## src/rtl/ttl_pkg.sv

```systemverilog
// Shared 74-series conventions and terminal-count helper for the counter family.
// Also used by verification models so terminal detection has one definition.
package ttl_pkg;

    localparam logic DIR_UP        = 1'b1;
    localparam logic DIR_DOWN      = 1'b0;
    localparam logic ACTIVE_LOW_ON = 1'b0;

    // Terminal count: top of range when counting up, zero when counting down.
    function automatic logic is_terminal(
        input logic [63:0] q,
        input logic        ud,
        input logic [63:0] modulus
    );
        logic term_v;
        if (ud == DIR_UP) begin
            term_v = (q == (modulus - 64'd1));
        end else begin
            term_v = (q == 64'd0);
        end
        return term_v;
    endfunction

endpackage

```

## src/rtl/updown_counter_n_mod_step.sv

```systemverilog
// Combinational modulo step: next count value and wrap indication for one edge.
// Compares against the terminal value before stepping, so no carry bit is ever needed.
module mod_step
    import ttl_pkg::*;
#(
    parameter int              WIDTH   = 8,
    parameter longint unsigned MODULUS = 64'd1 << WIDTH
) (
    input  logic [WIDTH-1:0] q,
    input  logic             ud,
    output logic [WIDTH-1:0] next_q,
    output logic             wrap
);

    localparam logic [WIDTH-1:0] MAX_Q  = WIDTH'(MODULUS - 64'd1);
    localparam logic [WIDTH-1:0] ONE_Q  = WIDTH'(64'd1);
    localparam logic [WIDTH-1:0] ZERO_Q = WIDTH'(64'd0);

    logic term_s;

    // Step up or down within 0..MODULUS-1, flagging the wrap-around edge.
    always_comb begin
        term_s = is_terminal(64'(q), ud, MODULUS);
        next_q = q;
        wrap   = 1'b0;
        if (ud == DIR_UP) begin
            if (term_s) begin
                next_q = ZERO_Q;
                wrap   = 1'b1;
            end else begin
                next_q = q + ONE_Q;
                wrap   = 1'b0;
            end
        end else begin
            if (term_s) begin
                next_q = MAX_Q;
                wrap   = 1'b1;
            end else begin
                next_q = q - ONE_Q;
                wrap   = 1'b0;
            end
        end
    end

endmodule

```

## src/rtl/updown_counter_n.sv

```systemverilog
// Parametrised modulo up/down counter with 74x169-style active-low controls,
// range-checked parallel load, sticky wrap flag and ent-gated ripple carry.
module updown_counter_n
    import ttl_pkg::*;
#(
    parameter int              WIDTH   = 8,
    parameter longint unsigned MODULUS = 64'd1 << WIDTH
) (
    input  logic             clock,
    input  logic             reset,
    input  logic             load,
    input  logic             ud,
    input  logic             ent,
    input  logic             enp,
    input  logic             clear_wrap,
    input  logic [WIDTH-1:0] d,
    output logic [WIDTH-1:0] q,
    output logic             rco,
    output logic             wrapped,
    output logic             load_err
);

    if ((WIDTH < 32'sd1) || (WIDTH > 32'sd63)) begin : g_width_chk
        $error("updown_counter_n: WIDTH must be in 1..63");
    end
    if ((MODULUS < 64'd2) || (MODULUS > (64'd1 << WIDTH))) begin : g_modulus_chk
        $error("updown_counter_n: MODULUS must be in 2..2**WIDTH");
    end

    logic [WIDTH-1:0] q_r;
    logic             wrapped_r;
    logic             load_err_r;
    logic [WIDTH-1:0] next_q_s;
    logic             wrap_s;
    logic             count_s;
    logic             load_ok_s;

    mod_step #(
        .WIDTH   (WIDTH),
        .MODULUS (MODULUS)
    ) u_step (
        .q      (q_r),
        .ud     (ud),
        .next_q (next_q_s),
        .wrap   (wrap_s)
    );

    // Decode count enable and load range check.
    always_comb begin
        count_s   = (ent == ACTIVE_LOW_ON) && (enp == ACTIVE_LOW_ON) && (load != ACTIVE_LOW_ON);
        load_ok_s = (64'(d) < MODULUS);
    end

    // Count state: reset > load > count > hold; wrap set beats clear_wrap.
    always_ff @(posedge clock) begin
        if (reset) begin
            q_r        <= WIDTH'(64'd0);
            wrapped_r  <= 1'b0;
            load_err_r <= 1'b0;
        end else if (load == ACTIVE_LOW_ON) begin
            wrapped_r <= 1'b0;
            if (load_ok_s) begin
                q_r        <= d;
                load_err_r <= 1'b0;
            end else begin
                q_r        <= WIDTH'(64'd0);
                load_err_r <= 1'b1;
            end
        end else begin
            load_err_r <= 1'b0;
            if (count_s) begin
                q_r <= next_q_s;
            end else begin
                q_r <= q_r;
            end
            if (count_s && wrap_s) begin
                wrapped_r <= 1'b1;
            end else if (clear_wrap) begin
                wrapped_r <= 1'b0;
            end else begin
                wrapped_r <= wrapped_r;
            end
        end
    end

    // Ripple carry is gated by ent (not enp) so cascaded stages only see their own carry.
    always_comb begin
        rco = ~((ent == ACTIVE_LOW_ON) && is_terminal(64'(q_r), ud, MODULUS));
    end

    assign q        = q_r;
    assign wrapped  = wrapped_r;
    assign load_err = load_err_r;

endmodule

```

## config.mk

```make
export PLATFORM = sky130hd
export DESIGN_NAME = updown_counter_n
export DESIGN_NICKNAME = d
export VERILOG_FILES = /design/src/rtl/ttl_pkg.sv /design/src/rtl/updown_counter_n_mod_step.sv /design/src/rtl/updown_counter_n.sv
export SDC_FILE = /design/constraint.sdc
export NUM_CORES = 1
export LEC_CHECK = 0
export CELL_PAD_IN_SITES_DETAIL_PLACEMENT = 1
export CELL_PAD_IN_SITES_GLOBAL_PLACEMENT = 1
export CORE_MARGIN = 3
export CORE_UTILIZATION = 25
export CTS_CLUSTER_DIAMETER = 50
export DETAILED_ROUTE_END_ITERATION = 8
export PLACE_DENSITY = 0.72
export SKIP_LAST_GASP = 1
export SLEW_MARGIN = 20
export SYNTH_ARGS = -nofsm -noshare
export SYNTH_HDL_FRONTEND = slang
export SYNTH_SLANG_ARGS = --single-unit
```

## constraint.sdc

```tcl
create_clock -name clock -period 2 [get_ports clock]
set_input_delay 0.5 -clock clock [delete_from_list [all_inputs] [get_ports clock]]
set_output_delay 0.5 -clock clock [all_outputs]
set_load 0.01 [all_outputs]
```

Word-level counts from Yosys, hierarchy flattened
Index checks and enable logic that the tools add are counted.
Storage, ports and cells
  bits in registers: 9
  input bits: 15
Cells by class
  add/subtract/negate cells: 2
  equality and inequality tests: 2
  muxes and demuxes: 9
  reduce and logical (&&, ||, !) cells: 7
  bitwise logic cells: 4
Operators with widths (number)
  $mux 8: 5
  $add 8x1->8 const B: 1
  $eq 8x8->1 const B: 1
  $logic_not 8->1: 1
  $sub 8x1->8 const B: 1
  $logic_and 1x1->1: 4
  $mux 1: 4
  $not 1->1: 4
  $ne 2x1->1 const B: 1
  $reduce_bool 2->1: 1
  $reduce_or 2->1: 1

Longest topological paths before layout
  word-level depth: 6
  mapped depth: 8

Modules after synthesis
From an unflattened synthesis, not the netlist that was laid out.
Unflattened totals
  cells, all modules: 110
  area total of the unflattened synthesis: 867.1 µm²
Modules (own cells, without submodules)
  updown_counter_n: sequential area each 180.2 µm², area an instance 481.7 µm², cells an instance 50, instances 1
  mod_step: sequential area each 0.0 µm², area an instance 385.4 µm², cells an instance 60, instances 1

Worst setup path after synthesis
No wires, ideal clock.
  kind: register -> output
  start point: reg q_r[0], in the netlist q[0]
  end point: out rco
  arrival: 1.571 ns
  data required time: 1.500 ns
  stages on the path, launching flop included: 8
  setup slack: -0.071 ns
  cells stage by stage: dfxtp_1 inv_1 ha_1 or4b_4 or2_1 buf_6 nand2_1 nand2b_1
On the way
  word-level cells in the longest chain between the ends: 4
Ends and longest elaborated chain
  start: declaration: line updown_counter_n.sv:30  | logic [WIDTH-1:0] q_r;
  start signal: assignment: line updown_counter_n.sv:57  | q_r <= WIDTH'(64'd0);
  start signal: assignment: line updown_counter_n.sv:66  | q_r <= WIDTH'(64'd0);
  start signal: assignment: line updown_counter_n.sv:72  | q_r <= next_q_s;
  $eq 8x8->1 or $logic_not 8->1 (tied branches): line ttl_pkg.sv:17, ttl_pkg.sv:19
  $mux 1 (*): line ttl_pkg.sv:16  | if (ud == DIR_UP) begin
  $logic_and 1x1->1 (*): line updown_counter_n.sv:88  | rco = ~((ent == ACTIVE_LOW_ON) && is_terminal(64'(q_r), ud, MODULUS));
  $not 1->1 (*): line updown_counter_n.sv:88
  end: declaration: line updown_counter_n.sv:18  | output logic rco,
Mark *: on every way between the ends. The rest lies on a longest branch, timed or not.

Worst setup path in the final report
Same ends and word-level chain as after synthesis.

==> summary.md <==
| Metric | Value |
|---|---|
| Outcome | complete, but fails checks |
| Failing checks | setup timing |
| Post-route setup slack | -0.2905 ns |
| Drt first pass iters | 4 |
| RSZ-0062 raised after global routing | yes |
| Overflow after GRT | 0 |
| Syn Std Cell Area | between 800 and 900 um^2 |
| Final setup fails | 4 |
| Pin count of the biggest net entering global routing | 15 |
| Synth top area share | 20.45% |
| Post-synth EDFFs | 0 |
| Core box area | 3203 um^2 |
| Clk_lat worst skew | 0.28 ns |
| Critical path arrival | 1.79 ns |
| Yosys top cell by area | dfxtp_1 |
| Synthesized net count | 133 |
| Mapped Avg Cell Area | around 7.7 um^2 |
| DR vias/cell | between 5 and 6 |
| Seq/Total Area, Yosys | 20.45% |
| DIE AREA | 4272 um^2 |
| Area growth syn-to-layout | 68.89% |
| Int Pwr | 0.4492 mW |
| Final Cycle Share | 114.5% |
| Post-route DRC | 0 |
| Cell family contributing the most delay on the critical path | simple AND/OR/NAND/NOR gates |
| Port bufs | 24 |
| Initial antenna violation count | 0 |
| Unique masters post-synth | 43 |
| CP max-delay cell | or4b_4 |
| Die Ht | roughly 65 um |
| Max FO, Critical Path | 2 |
| Crit-path cells | inv_4 > ha_4 > or4b_4 > or2_4 > nand2_4 > nand2b_4 > buf_6 |
| Max Root-Sink Buffers | 2 |
| Synth async-reset ratio | 0% |
| Post-CTS Hold Buffers | 0 |
| # rows | 20 |
| Iteration-0 DRC Markers | between 40 and 50 |
| Antenna diodes | 0 |
| Mapped Cells | 115 |
| Top-level port count | 26 |
| WL per Instance | 16.66 um |
| CP bufs+invs | 2 |
| CTS Sinks | 9 |
| Post-synthesis mux area share | 0% |
| Worst stage delay on the critical path | 0.45 ns |
| Largest family of logic cells by synthesized area | simple AND/OR/NAND/NOR gates |
| Global-route wire length before repair | a little over 5000 um |
| Post-Synth Adder-Cell Area | 4.261% |
| CP Class | flop to output port |
| Comb pwr share | 48.6% |
| Worst vdd ir | 0.1420 mV |
| Final GP Congestion | 0.8536 |
| Leak Pwr | 0.5733 nW |
| Post-detailed-route count of antenna-violating nets | 0 |
| Hold Fails Final Rpt | 0 |
| Post-DP Area | 1344 um^2 |
| Setup TNS | -0.4216 ns |
| Nets | 184 |
| Finished Cell Area | 1488 um^2 |
| Fmax | 0.4366 GHz |
| Max-cap viol count | 0 |
| Clk pwr share | around 22% |
| Clock period minus final worst setup slack | 2.291 ns |
| DP Wirelength | 2396 um |
| CTS tree | yes |
| Worst hold margin | 0.6225 ns |
| Share of cells above drive strength 1 | 36.36% |
| Vias in the first global route | roughly 1100 |
| Fin util | between 40% and 50% |
| Tot GR Track Use | 15.32% |
| Post-Synth Simple-Gate Area | 33.38% |
| Chip width | 65.36 um |
| Pwr Density | 465.6 nW/um^2 |
| Post-synthesis xor/xnor area fraction | 7.955% |
| Top post-synthesis cells by count | 11 x nor2_1, 9 x dfxtp_1, 6 x o21ai_0 |
| Compound-cell area share of the yosys netlist | between 20% and 30% |
| Sw Pwr | 0.2434 mW |
| H-tree Lvls | 1 |
| Final Skew | 0.01540 ns |
| Detailed Route WL | 3482 um |
| Sw Ratio | 35.15% |
| Initial Util | 27.50% |
| Min-delay worst type | flop to flop |
| Final Slew Violations | 0 |
| Root Buffer | clkbuf_4 |
| Warnings, synthesis | 0 |
| Total number of vias | between 1000 and 1500 |
| Yosys reg bits | 9 |
| Worst Path Required | 1.50 ns |
| Sequential share of power | 29.0% |
| Count leader, synth | nor2_1 |
| Synth Flop Type | dfxtp_1 |
| Crit. End Element | output port |
| CTS clock-pin slew for the worst setup and hold paths | 0.08 ns |
| CP startpoint kind | flop |
| Cts bufs inserted | 3 |
| Worst slack at placement | -0.8514 ns |
| Largest cells by area after synthesis | dfxtp_1 20%, buf_6 5.1%, nor2_1 4.7% |
cells in the final DEF (no fill, tap or decap), types with 3 or more instances in the layout:
cell             instances
buf_4                   31
clkdlybuf4s50_1         22
nor2_1                  10
dfxtp_1                  7
o21ai_0                  6
nand4_1                  4
xnor2_1                  4
nand2_1                  4
xor2_1                   4
nand2b_1                 4
nor3_1                   4
nor2b_1                  4
a31oi_1                  4
a21oi_1                  4
o211ai_1                 3
nand3_1                  3
clkbuf_4                 3
power groups by stage:
| stage | Combinational (mW) | Sequential [mW] | Clock (mW) |
|---|---|---|---|
| after global placement | 0.276 | 0.204 | 0 |
| final | 0.336 | 0.201 | 0.155 |
| after global routing | 0.360 | 0.203 | 0.173 |
| after detailed placement | 0.285 | 0.204 | 0 |
| after floorplan | 0.144 | 0.215 | 0 |
| after CTS | 0.298 | 0.200 | 0.159 |
registers in the layout (all words and copies together) (netlist names):
| signal | flops |
|---|---|
| wrapped | 1 |
| q | 8 |
worst register-to-register path, delay by kind of cell (launching register included):
kind,cells,cell delay (ns)
adder cells (fa/ha/maj),1,0.11
AO/OA/AOI/OAI,3,0.48
buffers and inverters,3,0.32
AND/OR/NAND/NOR,2,0.73
flip-flops,1,0.36
metrics by stage:
stage	std cells	total power [mW]
2_1_floorplan	115	0.3593
3_3_place_gp	202	0.4793
3_5_place_dp	202	0.4890
4_1_cts	207	0.6573
5_1_grt	209	0.7354
6_report	209	0.6926
final cells by class:
cell class | instances | area, um^2
timing repair buffer | 57 | 504.2
tap | 44 | 55.05
clock buffer | 4 | 26.28
fill | 409 | 1715
inverter | 3 | 13.76
sequential | 9 | 185.2
multi-input combinational | 92 | 703.2
path summary, 6_finish.rpt:
check             cells past startpoint  slack (ns)     from      end
setup / recovery                      7       -0.29     q[0]      rco
hold / removal                        3        0.62  wrapped  wrapped
setup reg to reg                      9       -0.09     q[0]     q[1]
hold reg to reg                       3        0.62  wrapped  wrapped
layer usage:
| layer | GRT usage [%] | vias up | routed length [um] |
|---|---|---|---|
| li1 | - | 518 | - |
| met1 | 18.94 | 526 | 1418 |
| met2 | 26.04 | 43 | 1757 |
| met3 | 2.735 | 15 | 136 |
| met4 | 6.218 | 0 | 170 |
| met5 | 0 | - | 0 |
timing repair:
item                                   4_1_cts  5_1_grt
setup endpoints to repair                    6        5
buffers inserted                             1        2
gates resized for setup                     11       13
pin swaps                                    5        6
endpoints found under the hold margin        0        0
kinds of logic (layout without fill, tap and decap cells):
| logic type | Yosys count | count (layout) |
|---|---|---|
| xor+xnor | 8 | 8 |
| flops | 9 | 9 |
| buf+inv | 14 | 64 |
| other cells | 1 | 1 |
| compound gates | 29 | 29 |
| fa+ha+maj | 3 | 3 |
| simple gates | 51 | 51 |
Note: power is estimated with default switching activity, not from simulation.
